File: config.mk
export PLATFORM = sky130hd
export DESIGN_NAME = int_to_bcd
export DESIGN_NICKNAME = d
export VERILOG_FILES = /design/src/rtl/int_to_bcd_pkg.sv /design/src/rtl/int_to_bcd_add3.sv /design/src/rtl/int_to_bcd.sv
export SDC_FILE = /design/constraint.sdc
export NUM_CORES = 1
export LEC_CHECK = 0
export ABC_AREA = 1
export BUFFER_PORTS_ARGS = -buffer_cell sky130_fd_sc_hd__buf_2
export CAP_MARGIN = 20
export CORE_MARGIN = 2
export CORE_UTILIZATION = 50
export CTS_BUF_LIST = sky130_fd_sc_hd__clkbuf_2 sky130_fd_sc_hd__clkbuf_4 sky130_fd_sc_hd__clkbuf_8
export DETAILED_ROUTE_END_ITERATION = 8
export HOLD_SLACK_MARGIN = 0.02
export PLACE_DENSITY = 0.75
export SETUP_SLACK_MARGIN = 0.4
export SLEW_MARGIN = 40
export SYNTH_ARGS = -nofsm -noshare
export SYNTH_HDL_FRONTEND = slang
export SYNTH_HIERARCHICAL = 1
export SYNTH_SLANG_ARGS = --single-unit
File: constraint.sdc
create_clock -name clk -period 6.8 [get_ports clk]
set_input_delay 1.36 -clock clk [delete_from_list [all_inputs] [get_ports clk]]
set_output_delay 1.36 -clock clk [all_outputs]
set_load 0.02 [all_outputs]
File: src/rtl/int_to_bcd_pkg.sv
// Shared definitions for the integer-to-BCD conversion path.
//   INT_WIDTH  : width of the two's-complement integer from the FP->int stage
//   BCD_DIGITS : decimal digits needed to hold 2^(INT_WIDTH-1)
//   state_t    : converter FSM states
package int_to_bcd_pkg;

    localparam int INT_WIDTH  = 64;
    localparam int BCD_DIGITS = 19;

    typedef enum logic [1:0] {
        IDLE  = 2'd0,
        SHIFT = 2'd1,
        DONE  = 2'd2
    } state_t;

endpackage

File: src/rtl/int_to_bcd_add3.sv
// Double-dabble digit correction: adds 3 to a BCD digit that is 5 or more,
// so that the following left shift carries correctly into the next digit.
// The result is truncated to 4 bits; there is no carry out.
//   din  : BCD digit before correction
//   dout : corrected digit
module bcd_add3 (
    input  logic [3:0] din,
    output logic [3:0] dout
);

    always_comb begin
        dout = din;
        if (din >= 4'd5)
            dout = din + 4'd3;
    end

endmodule

File: src/rtl/int_to_bcd.sv
// Iterative signed-binary to BCD converter, one double-dabble step per clock.
// Ports:
//   clk, rst   : rising-edge clock, asynchronous active-high reset
//   in_valid   : int_in is valid
//   in_ready   : converter can accept (IDLE only, also while rst is held)
//   int_in     : two's-complement integer to convert
//   out_valid  : neg/bcd/ndigits valid, held until out_ready
//   out_ready  : consumer accepts the result
//   neg        : input was negative
//   bcd        : magnitude, digit 0 in [3:0], most significant digit on top
//   ndigits    : significant digit count, 1..DIGITS (1 for zero)
module int_to_bcd
    import int_to_bcd_pkg::*;
#(
    parameter int WIDTH  = INT_WIDTH,
    parameter int DIGITS = BCD_DIGITS,
    localparam int CNT_W = $clog2(DIGITS + 1)
) (
    input  logic                  clk,
    input  logic                  rst,
    input  logic                  in_valid,
    output logic                  in_ready,
    input  logic [WIDTH-1:0]      int_in,
    output logic                  out_valid,
    input  logic                  out_ready,
    output logic                  neg,
    output logic [4*DIGITS-1:0]   bcd,
    output logic [CNT_W-1:0]      ndigits
);

    localparam int STEP_W = $clog2(WIDTH);

    state_t               state, state_next;
    logic [WIDTH-1:0]     sh;
    logic [WIDTH-1:0]     mag;
    logic [STEP_W-1:0]    cnt;
    logic [4*DIGITS-1:0]  bcd_adj;
    logic                 accept;
    logic                 last_step;

    assign in_ready  = (state == IDLE);
    assign out_valid = (state == DONE);
    assign accept    = in_valid && in_ready;
    assign last_step = (cnt == STEP_W'(WIDTH - 1));

    // Negating the most negative value wraps back to itself, which read as
    // unsigned is exactly the required magnitude 2^(WIDTH-1).
    assign mag = int_in[WIDTH-1] ? WIDTH'(-int_in) : int_in;

    for (genvar d = 0; d < DIGITS; d++) begin : g_add3
        bcd_add3 u_add3 (
            .din  (bcd[4*d +: 4]),
            .dout (bcd_adj[4*d +: 4])
        );
    end

    always_ff @(posedge clk or posedge rst) begin
        if (rst)
            state <= IDLE;
        else
            state <= state_next;
    end

    always_comb begin
        state_next = state;
        unique case (state)
            IDLE:    if (accept)    state_next = SHIFT;
            SHIFT:   if (last_step) state_next = DONE;
            DONE:    if (out_ready) state_next = IDLE;
            default:                state_next = IDLE;
        endcase
    end

    always_ff @(posedge clk or posedge rst) begin
        if (rst) begin
            sh  <= '0;
            bcd <= '0;
            neg <= 1'b0;
            cnt <= '0;
        end else begin
            case (state)
                IDLE: begin
                    if (accept) begin
                        sh  <= mag;
                        neg <= int_in[WIDTH-1];
                        bcd <= '0;
                        cnt <= '0;
                    end
                end
                SHIFT: begin
                    {bcd, sh} <= {bcd_adj, sh} << 1;
                    cnt       <= cnt + STEP_W'(1);
                end
                default: ;
            endcase
        end
    end

    // Leading-digit priority encoder: the highest nonzero digit wins.
    always_comb begin
        ndigits = CNT_W'(1);
        for (int unsigned i = 0; i < DIGITS; i++) begin
            if (bcd[4*i +: 4] != 4'd0)
                ndigits = CNT_W'(i + 1);
        end
    end

endmodule

==> reports/summary.txt <==
Net Count, Synth -> 1458
Final hold violations -> 0
Synthesized instance count -> 1350
Dominant cell type by count on the critical path -> nand2_1
Hold Path Sink -> neg
Setup Skew -> 0.00974 ns
Cell-by-cell trace of the critical path -> inv_1 -> nand2_1 -> nor2_1 -> nand2_1 -> nand2_1 -> nand2_1 -> nand2_1 -> nand2_1 -> nand2_1 -> nand2_1 -> nand2_1 -> nand2_1 -> nand2_1 -> nand2_1 -> nand2_1 -> nand2_1 -> nand2_1 -> nand2_1 -> nand2_1 -> buf_2
Die footprint -> 0.0220 mm2
RR Endpoint -> bcd[11]
MaxCap Viol Count -> 0
Worst-Skew Late Latency -> 0.47 ns
Final WL -> 26200 um
Vias in the first global route -> 8968
Fin. max-slew vios -> 0
Setup TNS -> 0 ns
PD cells -> 394 mW/mm2
Crit path DAT -> 2.43 ns
Commonest cells after routing, fill and taps aside -> nand2_1 (284), nor2_1 (156), buf_2 (151), dfrtp_1 (149), inv_1 (114)
Post_cts resized -> 0
Residual DRC count -> 0
Slowest-stage cell, CP -> dfrtp_1
CORE AREA -> 0.0204 mm2
Worst Path Max Fanout -> 7
Antenna cell count -> 0
Routed Antenna Nets -> 0
Cts hold-fix bufs -> 0
Status -> finished, final reports clean
Largest net degree at the start of global routing -> 83
Fin crit share -> 0.558
Die extent in y -> 148 um
Global-route wire length before repair -> 43600 um
Clock power frac -> 0.152
Synth Area per Inst -> 7.73 um2
Post CTS Setup Buffer Count -> 0
Wire per inst -> 14.9 um
Vias post-DR -> 9840
Final GP Congestion -> 0.926
CTS Sinks -> 149
Root Driver -> clkbuf_8
Nets@finish -> 1590
P_leak -> 5.57 nW
Worst setup path class -> reg2out
Sw Ratio -> 0.482
FF-to-FF path depth -> 11
CTS Buf Count -> 17
Area Overhead vs Synth -> 13.1%
CTS tree -> built
Fin util -> 0.580
Commonest non-fill, non-tap cell in the layout -> nand2_1
Layout cells sized above 1 -> 0.222
# rows -> 52
Number of synthesis warnings -> 6
Clock period minus final worst setup slack -> 3.79 ns
Longest Clk Path Bufs -> 2
Initial antenna violation count -> 1
Post-layout power -> 4.66 mW
Input/output buffers -> 151
Setup violations, final -> 0
Peak VDD IR -> 0.199 mV
Psw -> 2.24 mW
Worst hold path depth -> 2
Via/cell ratio -> 5.58
Post-Syn Area -> 0.0104 mm2
Worst setup EP type -> output pin
Worst r2r src -> cnt[0]
Reg clk slew, reported paths -> 0.08 ns
Worst path max stage delay -> 0.46 ns
Crit path from -> bcd[14]
Post-DP HPWL -> 18700 um
First DRT Iteration DRCs -> 717
GRT overflow -> 0
GRT Resource Usage Total -> 0.242
I/O pins -> 152
R2R setup slack -> 3.73 ns
First-pass DRT Iterations -> 6
Worst hold margin -> 0.498 ns
Slew headroom -> 0.493
Chip width -> 148 um
Initial core utilization -> 0.513
RSZ-0062 raised after global routing -> no
Seq pwr share -> 0.327
P_int -> 2.41 mW
Comb power frac -> 0.521
Critical path data required time -> 5.44 ns
Worst hold path class -> reg2reg
Worst Hold Launch -> neg
Critical path launch point type -> flop
Highest clock rate -> 264 MHz
Worst Tran Pin Value -> 0.759 ns
H-Tree Depth -> 4
layer usage:
| layer | track usage | wire (um) |
|---|---|---|
| met5 | 0 | 13 |
| met4 | 0.0729 | 405 |
| met3 | 0.0319 | 1770 |
| met2 | 0.385 | 12100 |
| met1 | 0.346 | 11900 |
critical path: cells and delay by family, from the launching register on:
| family | cells | cell delay (ns) |
|---|---|---|
| DFF | 1 | 0.46 |
| and+or+nand+nor | 18 | 1.24 |
| buffers and inverters | 2 | 0.27 |
area by class of cell:
class / instances / area, um2
Timing Repair Buffer: 158 / 816
Multi-Input combinational cell: 1017 / 6000
Clock inverter: 13 / 148
Inverter: 139 / 527
Tap cell: 270 / 338
Sequential cell: 149 / 3730
Fill cell: 1889 / 8560
Clock buffer: 19 / 255
flip-flops by register name (all words and copies together) (netlist names):
register	flops
bcd	76
cnt	6
neg	1
sh	64
state	2
stage by stage:
| step | instances | instance area (um2) | setup WS [ns] |
|---|---|---|---|
| floorplan | 1350 | 10400 | 1.43 |
| global placement | 1733 | 11400 | 3.38 |
| detailed placement | 1733 | 11400 | 3.30 |
| CTS | 1765 | 11800 | 2.99 |
| global route | 1765 | 11800 | 2.67 |
| finish | 1765 | 11800 | 3.01 |
power groups by stage:
| stage | Clock [mW] | Combinational, mW | Sequential, mW |
|---|---|---|---|
| 2_1_floorplan | 0 | 1.76 | 1.59 |
| 4_1_cts | 0.723 | 2.44 | 1.52 |
| 3_5_place_dp | 0 | 2.43 | 1.53 |
| 5_1_grt | 0.763 | 2.72 | 1.57 |
| 6_report | 0.710 | 2.43 | 1.52 |
| 3_3_place_gp | 0 | 2.38 | 1.52 |
worst max-delay path by stage:
stage	depth (start not counted)	end	slack, ns
final	20	ndigits[0]	3.01
after global routing	20	ndigits[0]	2.67
after CTS	20	ndigits[0]	2.99
after detailed placement	7	bcd[11]	3.30
after global placement	7	sh[57]	3.38
after floorplan	1	bcd[0]	1.43
No activity file was read; power rests on OpenSTA's default activity.
